### config.mk
export PLATFORM = sky130hd
export DESIGN_NAME = bkram_sd_ctrl
export DESIGN_NICKNAME = d
export VERILOG_FILES = /design/src/rtl/pcfx_bk_pkg.sv /design/src/rtl/bk_vd_state.sv /design/src/rtl/bkram_sd_ctrl.sv
export SDC_FILE = /design/constraint.sdc
export NUM_CORES = 1
export LEC_CHECK = 0
export ABC_CLOCK_PERIOD_IN_PS = 2500
export CAP_MARGIN = 20
export CORE_ASPECT_RATIO = 2
export CORE_MARGIN = 5
export CORE_UTILIZATION = 37
export CTS_CLUSTER_DIAMETER = 50
export DETAILED_ROUTE_END_ITERATION = 8
export PLACE_DENSITY = 0.82
export RECOVER_POWER = 100
export SLEW_MARGIN = 40
export SYNTH_ARGS = -nofsm -noshare
export SYNTH_HDL_FRONTEND = slang
export SYNTH_SLANG_ARGS = --single-unit
### constraint.sdc
create_clock -name clk_sys -period 2.5 [get_ports clk_sys]
set_clock_uncertainty 0.15 [all_clocks]
set_input_delay 0.25 -clock clk_sys [delete_from_list [all_inputs] [get_ports clk_sys]]
set_output_delay 0.25 -clock clk_sys [all_outputs]
set_load 0.01 [all_outputs]
### src/rtl/pcfx_bk_pkg.sv
// Shared types for the backup-RAM SD sequencer.
// Operation, FSM state and sector geometry.
package pcfx_bk_pkg;

    typedef enum logic [1:0] {
        NONE,
        LOAD,
        SAVE
    } bk_op_t;

    typedef enum logic [2:0] {
        ACKLOW,
        IDLE,
        REQ,
        XFER,
        NEXT
    } bk_state_t;

    localparam int SECTOR_WORDS = 256;
    localparam int SECTOR_SHIFT = 9;

    // Byte size to sector count, clamped to the array capacity.
    function automatic logic [31:0] size_to_nsec(
        input logic [63:0] size,
        input logic [31:0] cap
    );
        logic [31:0] n;
        n = size[SECTOR_SHIFT+31:SECTOR_SHIFT];
        return (n > cap) ? cap : n;
    endfunction

endpackage

### src/rtl/bk_vd_state.sv
// Per-virtual-disk mount information and pending load/save bits.
// One instance per backup-RAM image.
module bk_vd_state
    import pcfx_bk_pkg::*;
#(
    parameter int MAX_SEC = 64,
    parameter int SEC_AW  = 8
) (
    input  logic              clk,
    input  logic              rst_n,
    input  logic              mount,
    input  logic              img_readonly,
    input  logic [63:0]       img_size,
    input  logic              load_req,
    input  logic              save_req,
    input  logic              take_load,
    input  logic              take_save,
    output logic              mounted,
    output logic [SEC_AW:0]   nsec,
    output logic              pend_load,
    output logic              pend_save
);

    logic [31:0] new_nsec;
    logic        new_mounted;
    logic        ro;

    assign new_nsec    = size_to_nsec(img_size, 32'(MAX_SEC));
    assign new_mounted = (img_size != '0) && (new_nsec != '0);

    always_ff @(posedge clk or negedge rst_n) begin
        if (!rst_n) begin
            mounted   <= 1'b0;
            ro        <= 1'b0;
            nsec      <= '0;
            pend_load <= 1'b0;
            pend_save <= 1'b0;
        end else begin
            if (take_load) pend_load <= 1'b0;
            if (take_save) pend_save <= 1'b0;
            // A mount re-arms the auto-load and drops any stale save.
            if (mount) begin
                mounted   <= new_mounted;
                ro        <= img_readonly;
                nsec      <= new_nsec[SEC_AW:0];
                pend_load <= new_mounted;
                pend_save <= 1'b0;
            end else if (load_req && mounted) begin
                pend_load <= 1'b1;
                pend_save <= 1'b0;
            end else if (save_req && mounted && !ro) begin
                pend_save <= 1'b1;
            end
        end
    end

endmodule

### src/rtl/bkram_sd_ctrl.sv
// Backup-RAM sector sequencer between hps_io SD channel and the RAM arrays.
// Handles auto-load on mount plus OSD load/save, VD0 before VD1.
module bkram_sd_ctrl
    import pcfx_bk_pkg::*;
#(
    parameter int INT_SECTORS = 64,
    parameter int BMP_SECTORS = 256,
    parameter int SEC_AW      = 8
) (
    input  logic        clk_sys,
    input  logic        reset_n,
    input  logic [1:0]  img_mounted,
    input  logic        img_readonly,
    input  logic [63:0] img_size,
    input  logic        bk_load,
    input  logic        bk_save,
    output logic        bk_ena,
    output logic        bk_busy,
    output logic [31:0] sd_lba,
    output logic [1:0]  sd_rd,
    output logic [1:0]  sd_wr,
    input  logic [1:0]  sd_ack,
    input  logic [7:0]  sd_buff_addr,
    input  logic [15:0] sd_buff_dout,
    output logic [15:0] sd_buff_din,
    input  logic        sd_buff_wr,
    output logic        mem_sel,
    output logic [15:0] mem_addr,
    output logic [15:0] mem_wdata,
    output logic        mem_we,
    input  logic [15:0] mem_rdata
);

    logic            load_q, save_q;
    logic            load_edge, save_edge;
    logic [1:0]      mounted, pend_load, pend_save;
    logic [1:0]      take_load, take_save;
    logic [SEC_AW:0] nsec [2];

    bk_state_t         state, state_nx;
    bk_op_t            op, op_nx;
    logic              dev, dev_nx;
    logic [SEC_AW-1:0] sec, sec_nx;
    logic [SEC_AW:0]   cur_nsec, cur_nsec_nx;
    logic [SEC_AW:0]   sec_inc;
    logic              abort, abort_nx;
    logic              busy, ack;
    logic [1:0]        req_vec;

    assign load_edge = bk_load & ~load_q;
    assign save_edge = bk_save & ~save_q & ~load_edge;

    bk_vd_state #(.MAX_SEC(INT_SECTORS), .SEC_AW(SEC_AW)) u_vd0 (
        .clk          (clk_sys),
        .rst_n        (reset_n),
        .mount        (img_mounted[0]),
        .img_readonly (img_readonly),
        .img_size     (img_size),
        .load_req     (load_edge),
        .save_req     (save_edge),
        .take_load    (take_load[0]),
        .take_save    (take_save[0]),
        .mounted      (mounted[0]),
        .nsec         (nsec[0]),
        .pend_load    (pend_load[0]),
        .pend_save    (pend_save[0])
    );

    bk_vd_state #(.MAX_SEC(BMP_SECTORS), .SEC_AW(SEC_AW)) u_vd1 (
        .clk          (clk_sys),
        .rst_n        (reset_n),
        .mount        (img_mounted[1]),
        .img_readonly (img_readonly),
        .img_size     (img_size),
        .load_req     (load_edge),
        .save_req     (save_edge),
        .take_load    (take_load[1]),
        .take_save    (take_save[1]),
        .mounted      (mounted[1]),
        .nsec         (nsec[1]),
        .pend_load    (pend_load[1]),
        .pend_save    (pend_save[1])
    );

    assign ack     = sd_ack[dev];
    assign busy    = (state == REQ) || (state == XFER) || (state == NEXT);
    assign sec_inc = {1'b0, sec} + (SEC_AW+1)'(1);

    always_ff @(posedge clk_sys or negedge reset_n) begin
        if (!reset_n) begin
            state    <= ACKLOW;
            op       <= NONE;
            dev      <= 1'b0;
            sec      <= '0;
            cur_nsec <= '0;
            abort    <= 1'b0;
            load_q   <= 1'b0;
            save_q   <= 1'b0;
        end else begin
            state    <= state_nx;
            op       <= op_nx;
            dev      <= dev_nx;
            sec      <= sec_nx;
            cur_nsec <= cur_nsec_nx;
            abort    <= abort_nx;
            load_q   <= bk_load;
            save_q   <= bk_save;
        end
    end

    always_comb begin
        state_nx    = state;
        op_nx       = op;
        dev_nx      = dev;
        sec_nx      = sec;
        cur_nsec_nx = cur_nsec;
        abort_nx    = abort | (busy & img_mounted[dev]);
        take_load   = '0;
        take_save   = '0;
        unique case (state)
            ACKLOW: begin
                if (sd_ack == '0) state_nx = IDLE;
            end
            IDLE: begin
                abort_nx = 1'b0;
                if ((pend_load | pend_save) != '0) begin
                    dev_nx = ~(pend_load[0] | pend_save[0]);
                    if (pend_load[dev_nx]) begin
                        op_nx = LOAD;
                        take_load[dev_nx] = 1'b1;
                    end else begin
                        op_nx = SAVE;
                        take_save[dev_nx] = 1'b1;
                    end
                    sec_nx      = '0;
                    cur_nsec_nx = nsec[dev_nx];
                    state_nx    = REQ;
                end
            end
            REQ: begin
                if (ack) state_nx = XFER;
            end
            XFER: begin
                if (!ack) state_nx = NEXT;
            end
            NEXT: begin
                sec_nx = sec_inc[SEC_AW-1:0];
                if (sec_inc == cur_nsec || abort_nx) state_nx = IDLE;
                else state_nx = REQ;
            end
            default: state_nx = ACKLOW;
        endcase
    end

    assign req_vec = 2'b01 << dev;
    assign sd_rd   = (state == REQ && op == LOAD) ? req_vec : 2'b00;
    assign sd_wr   = (state == REQ && op == SAVE) ? req_vec : 2'b00;
    assign sd_lba  = 32'(sec);

    assign mem_sel   = dev;
    assign mem_addr  = 16'({sec, sd_buff_addr});
    assign mem_wdata = sd_buff_dout;
    assign mem_we    = sd_buff_wr & ack & (op == LOAD);

    // RAM read data already lags the buffer address by one cycle.
    assign sd_buff_din = (busy && op == SAVE) ? mem_rdata : '0;

    assign bk_busy = busy;
    assign bk_ena  = |mounted;

endmodule

==> results.txt, run 1 <==
Number of library cell types mapped by synthesis: 49
Crit path launch: state[1]
Maximum vdd ir drop: 0.000342 V
Area delta synth->final: 28.6%
Die Y: 140 um
Buf/Inv on CP: 1
Clk_lat worst skew: 0.30 ns
Worst hold-check path type: in2out
Final setup fails: 0
Die area: 10600 um2
Worst reg2reg path endpoint: state[0]
Setup_tns: 0 ns
Initial antenna violation count: 0
Starting Density: 37.9%
Port bufs: 97
Reg2Reg Setup Slack: 0.17 ns
Worst-path fanout max: 18
Grt ovf: 0
Top-area cell type share of the netlist area: 41.4%
Vias in the first global route: 2662
YS warnings: 0
Largest net degree at the start of global routing: 22
Arrival time worst endpoint: 1.96 ns
Leakage: 1.83 nW
Dpl hpwl: 6210 um
R2r startpoint: sec[0]
Drt total wl: 7890 um
#FFs+latches synth: 52
Post-CTS Setup Repair Bufs: 0
Most used DFF post-synth: dfrtp_1
CP Capture Type: output port
Mean Syn Cell Area: 9.22 um2
DRT Pass-1 Iters: 4
Core Rows: 47
PD cells: 636 nW/um2
Initial DRC count: 95
Via count: 2619
Root Driver: clkbuf_16
Critical path depth: 5
CP Class: reg2out
Synthesized area: 3150 um2
RSZ-0062 raised after global routing: no
Mapped Cells: 341
Async SR Flop Fraction: 100%
Final total power: 2.57 mW
GP Congestion: 0.875
Result of the run: completed
Die width: 75.2 um
Period utilization: 94.3%
Count of flip-flops with a built-in enable after synthesis: 0
Finished Core Util: 48.8%
Slew of the pin with the lowest slew margin: 1.11 ns
Pre-CTS WS: 0.236 ns
Tmin final: 2.36 ns
Routed Antenna Nets: 0
CP Data Required Time: 2.10 ns
Antenna Cells: 0
Via/cell ratio: 5.18
Leading area contributor after synthesis: dfrtp_1
Maximum clock insertion buffer count: 2
CTS buffer count: 5
Max stage delay on crit path: 0.53 ns
Worst-path cell chain: nor2_1 > nand2_1 > nand2_4 > and3_1 > clkdlybuf4s50_1
Final-stage net count: 522
Worst Min Path Start: sd_buff_addr[3]
CTS tree: done
R2R depth: 6
Clock Sinks: 52
Crit path to: sd_buff_din[3]
Final hold vios: 0
Clk slew on worst S/H paths: 0.07 ns
CORE AREA: 8290 um2
Share of layout cells above drive strength 1: 6.62%
DRC: 0
F_max: 424 MHz
WL/cell: 15.6 um
Slowest cell on crit path: clkdlybuf4s50_1
Crit-path leading delay family: simple AND/OR/NAND/NOR gates
Top post-synthesis cells by area: dfrtp_1 (41%), buf_4 (14%), nand2_1 (4.1%), and3_1 (4.0%), o21ai_0 (3.5%)
Max Cap Viol: 0
Rel. slew slack: 26.1%
Post-synthesis sequential area ratio: 41.4%
GRT Total Usage: 15.3%
Critical path launch point type: register
Count of pins over their slew limit: 0
PnR worst setup slack: 0.143 ns
First-pass GRT wire length: 12400 um
H-tree levels: 2
IO Pins: 202
per-layer routing:
layer | routed length (um) | track usage (%) | vias up
met2 | 4430 | 28.2 | 100
met1 | 2640 | 14.9 | 1245
li1 | - | - | 1247
met3 | 530 | 2.58 | 27
met4 | 289 | 8.94 | 0
met5 | 0 | 0 | -
metrics by stage:
step,cells,hold slack (ns),cell area (um2)
2_1_floorplan,364,-0.196,3230
3_3_place_gp,497,0.0676,3880
3_5_place_dp,497,0.0698,3880
4_1_cts,506,0.281,4060
5_1_grt,506,0.350,4040
6_report,506,0.350,4040
cell usage after synthesis, types with 2 or more instances:
library cell and number:
nand3_1 10, mux2_2 3, and2_1 2, o31ai_1 2
mux2i_1 9, nor2b_1 9, nor2_1 25, o21ai_0 22
o41ai_1 2, inv_1 6, a22o_2 6, nand4_1 4
a21boi_0 3, or3_1 2, nand2_1 34, xor2_1 4
o21a_1 3, and3_1 20, nor3_1 3, buf_4 58
a21oi_1 8, nor4_1 6, nor3b_1 2, xnor2_1 5
dfrtp_1 52, a22o_1 8, o211ai_1 3, clkbuf_1 6
buf_2 3, nand2b_1 2
worst min path at each step:
stage,slack [ns],endpoint,cells past startpoint
5_1_grt,0.35,mem_addr[5],0
2_1_floorplan,-0.20,abort,0
3_3_place_gp,0.07,load_q,1
6_report,0.35,mem_addr[3],0
4_1_cts,0.28,load_q,1
3_5_place_dp,0.07,save_q,1
state kept, by name, indices dropped and copies added (netlist names):
name / flops
abort: 1
u_vd1.pend_save: 1
u_vd1.ro: 1
save_q: 1
u_vd1.nsec: 9
u_vd0.pend_save: 1
sec: 8
mem_sel: 1
cur_nsec: 9
load_q: 1
u_vd0.pend_load: 1
u_vd1.pend_load: 1
u_vd0.nsec: 9
u_vd1.mounted: 1
u_vd0.mounted: 1
op: 2
state: 3
u_vd0.ro: 1
power breakdown:
| part | internal, mW | total (mW) | switching [mW] |
|---|---|---|---|
| Sequential | 0.919 | 1.02 | 0.105 |
| Combinational | 0.349 | 0.770 | 0.422 |
| Clock | 0.470 | 0.776 | 0.305 |
| Total | 1.74 | 2.57 | 0.832 |
final cells by class:
cell class / instances / area, um2
flip-flops and latches: 52 / 1300
multi-input cells: 238 / 1420
clock inverters: 3 / 42.5
well taps: 98 / 123
repair buffers: 104 / 1010
clock buffers: 5 / 125
fillers: 781 / 4250
inverters: 6 / 22.5
placed cells by master (no fill, tap or decap), types with 7 or more instances in the layout:
cell and instances:
nor2_1 25, mux2i_1 9, nand2_1 33, nand3_1 10, and3_1 20, dfrtp_1 52, a22o_1 8, a21oi_1 8
nor2b_1 9, conb_1 24, nor4_1 7, dlygate4sd3_1 25, o21ai_0 22, clkdlybuf4s50_1 72
repair_timing:
| item | 4_1_cts | 5_1_grt |
|---|---|---|
| endpoints found under the hold margin | 18 | 0 |
| endpoints found under the setup margin | 10 | 16 |
| hold buffers | 1 | 0 |
| gates resized for setup | 1 | 1 |
worst reg2reg max path: cells and delay by family (launching register included):
| family | cells | cell delay (ns) |
|---|---|---|
| AO/OA/AOI/OAI | 2 | 0.43 |
| adder cells (fa/ha/maj) | 1 | 0.33 |
| flip-flops | 1 | 0.47 |
| AND/OR/NAND/NOR | 3 | 0.88 |
cell families (layout without fill, tap and decap cells):
logic type | after synthesis | after routing | share of synthesized area [%]
compound gates | 67 | 67 | 15.1
xor+xnor | 9 | 9 | 2.51
fa+ha+maj | 1 | 1 | 0.398
buf+inv | 74 | 118 | 16.1
flops | 52 | 52 | 41.4
mux | 12 | 12 | 3.94
other cells | 1 | 24 | 0.119
simple gates | 125 | 125 | 20.5
Power figures use the tool's default switching activity.
==> run 2: changes to the inputs <==
--- a/config.mk
+++ b/config.mk
@@ -5,7 +5,6 @@
 export SDC_FILE = /design/constraint.sdc
 export NUM_CORES = 1
 export LEC_CHECK = 0
-export ABC_CLOCK_PERIOD_IN_PS = 2500
 export CAP_MARGIN = 20
 export CORE_ASPECT_RATIO = 2
 export CORE_MARGIN = 5
==> results of run 2 <==
No change in the layout: final DEF, timing and power equal those of run 1.
==> run 3: changes to the inputs <==
--- a/config.mk
+++ b/config.mk
@@ -6,7 +6,7 @@
 export NUM_CORES = 1
 export LEC_CHECK = 0
 export CAP_MARGIN = 20
-export CORE_ASPECT_RATIO = 2
+export CORE_ASPECT_RATIO = 1.25
 export CORE_MARGIN = 5
 export CORE_UTILIZATION = 37
 export CTS_CLUSTER_DIAMETER = 50
==> results.txt, run 3 (same netlist as run 1, synthesis figures left out) <==
Result of the run: completed
Max Cap Viol: 0
Drt total wl: 7120 um
Commonest non-fill, non-tap cell in the layout: clkdlybuf4s50_1
Core Rows: 37
Clk_lat worst skew: 0.30 ns
Most frequent cells in the layout: clkdlybuf4s50_1 (67), dfrtp_1 (52), nand2_1 (33)
Final instance area: 3970 um2
Share of layout cells above drive strength 1: 6.39%
Non-filler cells, final: 504
CORE AREA: 8290 um2
CP Data Required Time: 2.10 ns
Worst-path fanout max: 18
R2r startpoint: sec[0]
Critical path launch point type: register
Final setup fails: 0
RSZ-0062 raised after global routing: no
Arrival time worst endpoint: 1.99 ns
DRT Pass-1 Iters: 4
PD cells: 573 nW/um2
Top Registers: cur_nsec (9), u_vd0.nsec (9), u_vd1.nsec (9)
Final total power: 2.27 mW
WL/cell: 14.1 um
DRC: 0
Largest net degree at the start of global routing: 27
F_max: 418 MHz
Initial antenna violation count: 0
Pre-CTS WS: 0.226 ns
Clock Sinks: 52
CP Capture Type: output port
CTS tree: done
Final hold slack: 0.262 ns
Area delta synth->final: 26.1%
Fillers: 788
Reg2Reg Setup Slack: 0.20 ns
GRT Total Usage: 13.5%
Initial DRC count: 113
Root Driver: clkbuf_8
Clk slew on worst S/H paths: 0.09 ns
Port bufs: 97
Crit path launch: state[1]
Post-CTS Setup Repair Bufs: 0
Tmin final: 2.39 ns
Leakage: 1.81 nW
IO Pins: 202
GP Congestion: 0.789
Slew of the pin with the lowest slew margin: 0.997 ns
Die area: 10500 um2
R2R depth: 6
Maximum vdd ir drop: 0.000328 V
Rel. slew slack: 33.6%
Dpl hpwl: 5750 um
H-tree levels: 2
Worst hold-check path type: in2async
Finished Core Util: 47.9%
First-pass GRT wire length: 11600 um
CTS buffer count: 5
CP Class: reg2out
Die Y: 113 um
Cell Area, Placed: 3880 um2
Via count: 2571
Period utilization: 95.6%
Setup_tns: 0 ns
Die width: 92.5 um
Maximum clock insertion buffer count: 2
Count of pins over their slew limit: 0
Antenna Cells: 0
Via/cell ratio: 5.10
Cell Count Post-Placement: 496
Final-stage net count: 522
Crit path to: sd_buff_din[1]
Starting Density: 38.0%
Grt ovf: 0
PnR worst setup slack: 0.109 ns
Final hold vios: 0
Routed Antenna Nets: 0
Worst reg2reg path endpoint: state[1]
Vias in the first global route: 2506
[run 3: worst min-delay path by stage]
stage	from	to	slack (ns)	cells past startpoint
global route	reset_n	save_q	0.30	2
finish	reset_n	op[0]	0.26	2
floorplan	reset_n	abort	-0.20	0
global placement	reset_n	save_q	-0.04	1
detailed placement	reset_n	op[0]	-0.04	1
CTS	reset_n	save_q	0.18	2
[run 3: power by group]
part | switching (mW) | internal, mW
sequential | 0.105 | 0.918
clock | 0.266 | 0.221
combinational | 0.413 | 0.350
[run 3: worst max-delay path: stages, from the launching register on]
cell and delay (ns):
dfrtp_1 0.47, nor2_1 0.15, nand2_1 0.11, nand2_4 0.17, and3_1 0.18, dlygate4sd3_1 0.62
[run 3: layout make-up]
class                           instances  area (um2)  share of cell area [%]
Clock buffer                            6        82.6                    2.08
Clock inverter                          1        8.76                   0.221
Inverter                                6        22.5                   0.568
Multi-Input combinational cell        238        1420                    35.8
Sequential cell                        52        1300                    32.8
Tap cell                               97         121                    3.06
Timing Repair Buffer                  104        1010                    25.4
[run 3: metal layers]
layer  wire length [um]  track usage, %  vias up
li1                   -               -     1249
met1               2770            14.7     1216
met2               3830            25.6       92
met3                432            3.13       14
met4                 97            4.16        0
met5                  0               0        -
[run 3: timing repair]
item | 4_1_cts | 5_1_grt
gates resized for setup | 1 | 1
cloned | 0 | 0
endpoints found under the setup margin | 15 | 7
hold buffers | 1 | 0
endpoints found under the hold margin | 52 | 0
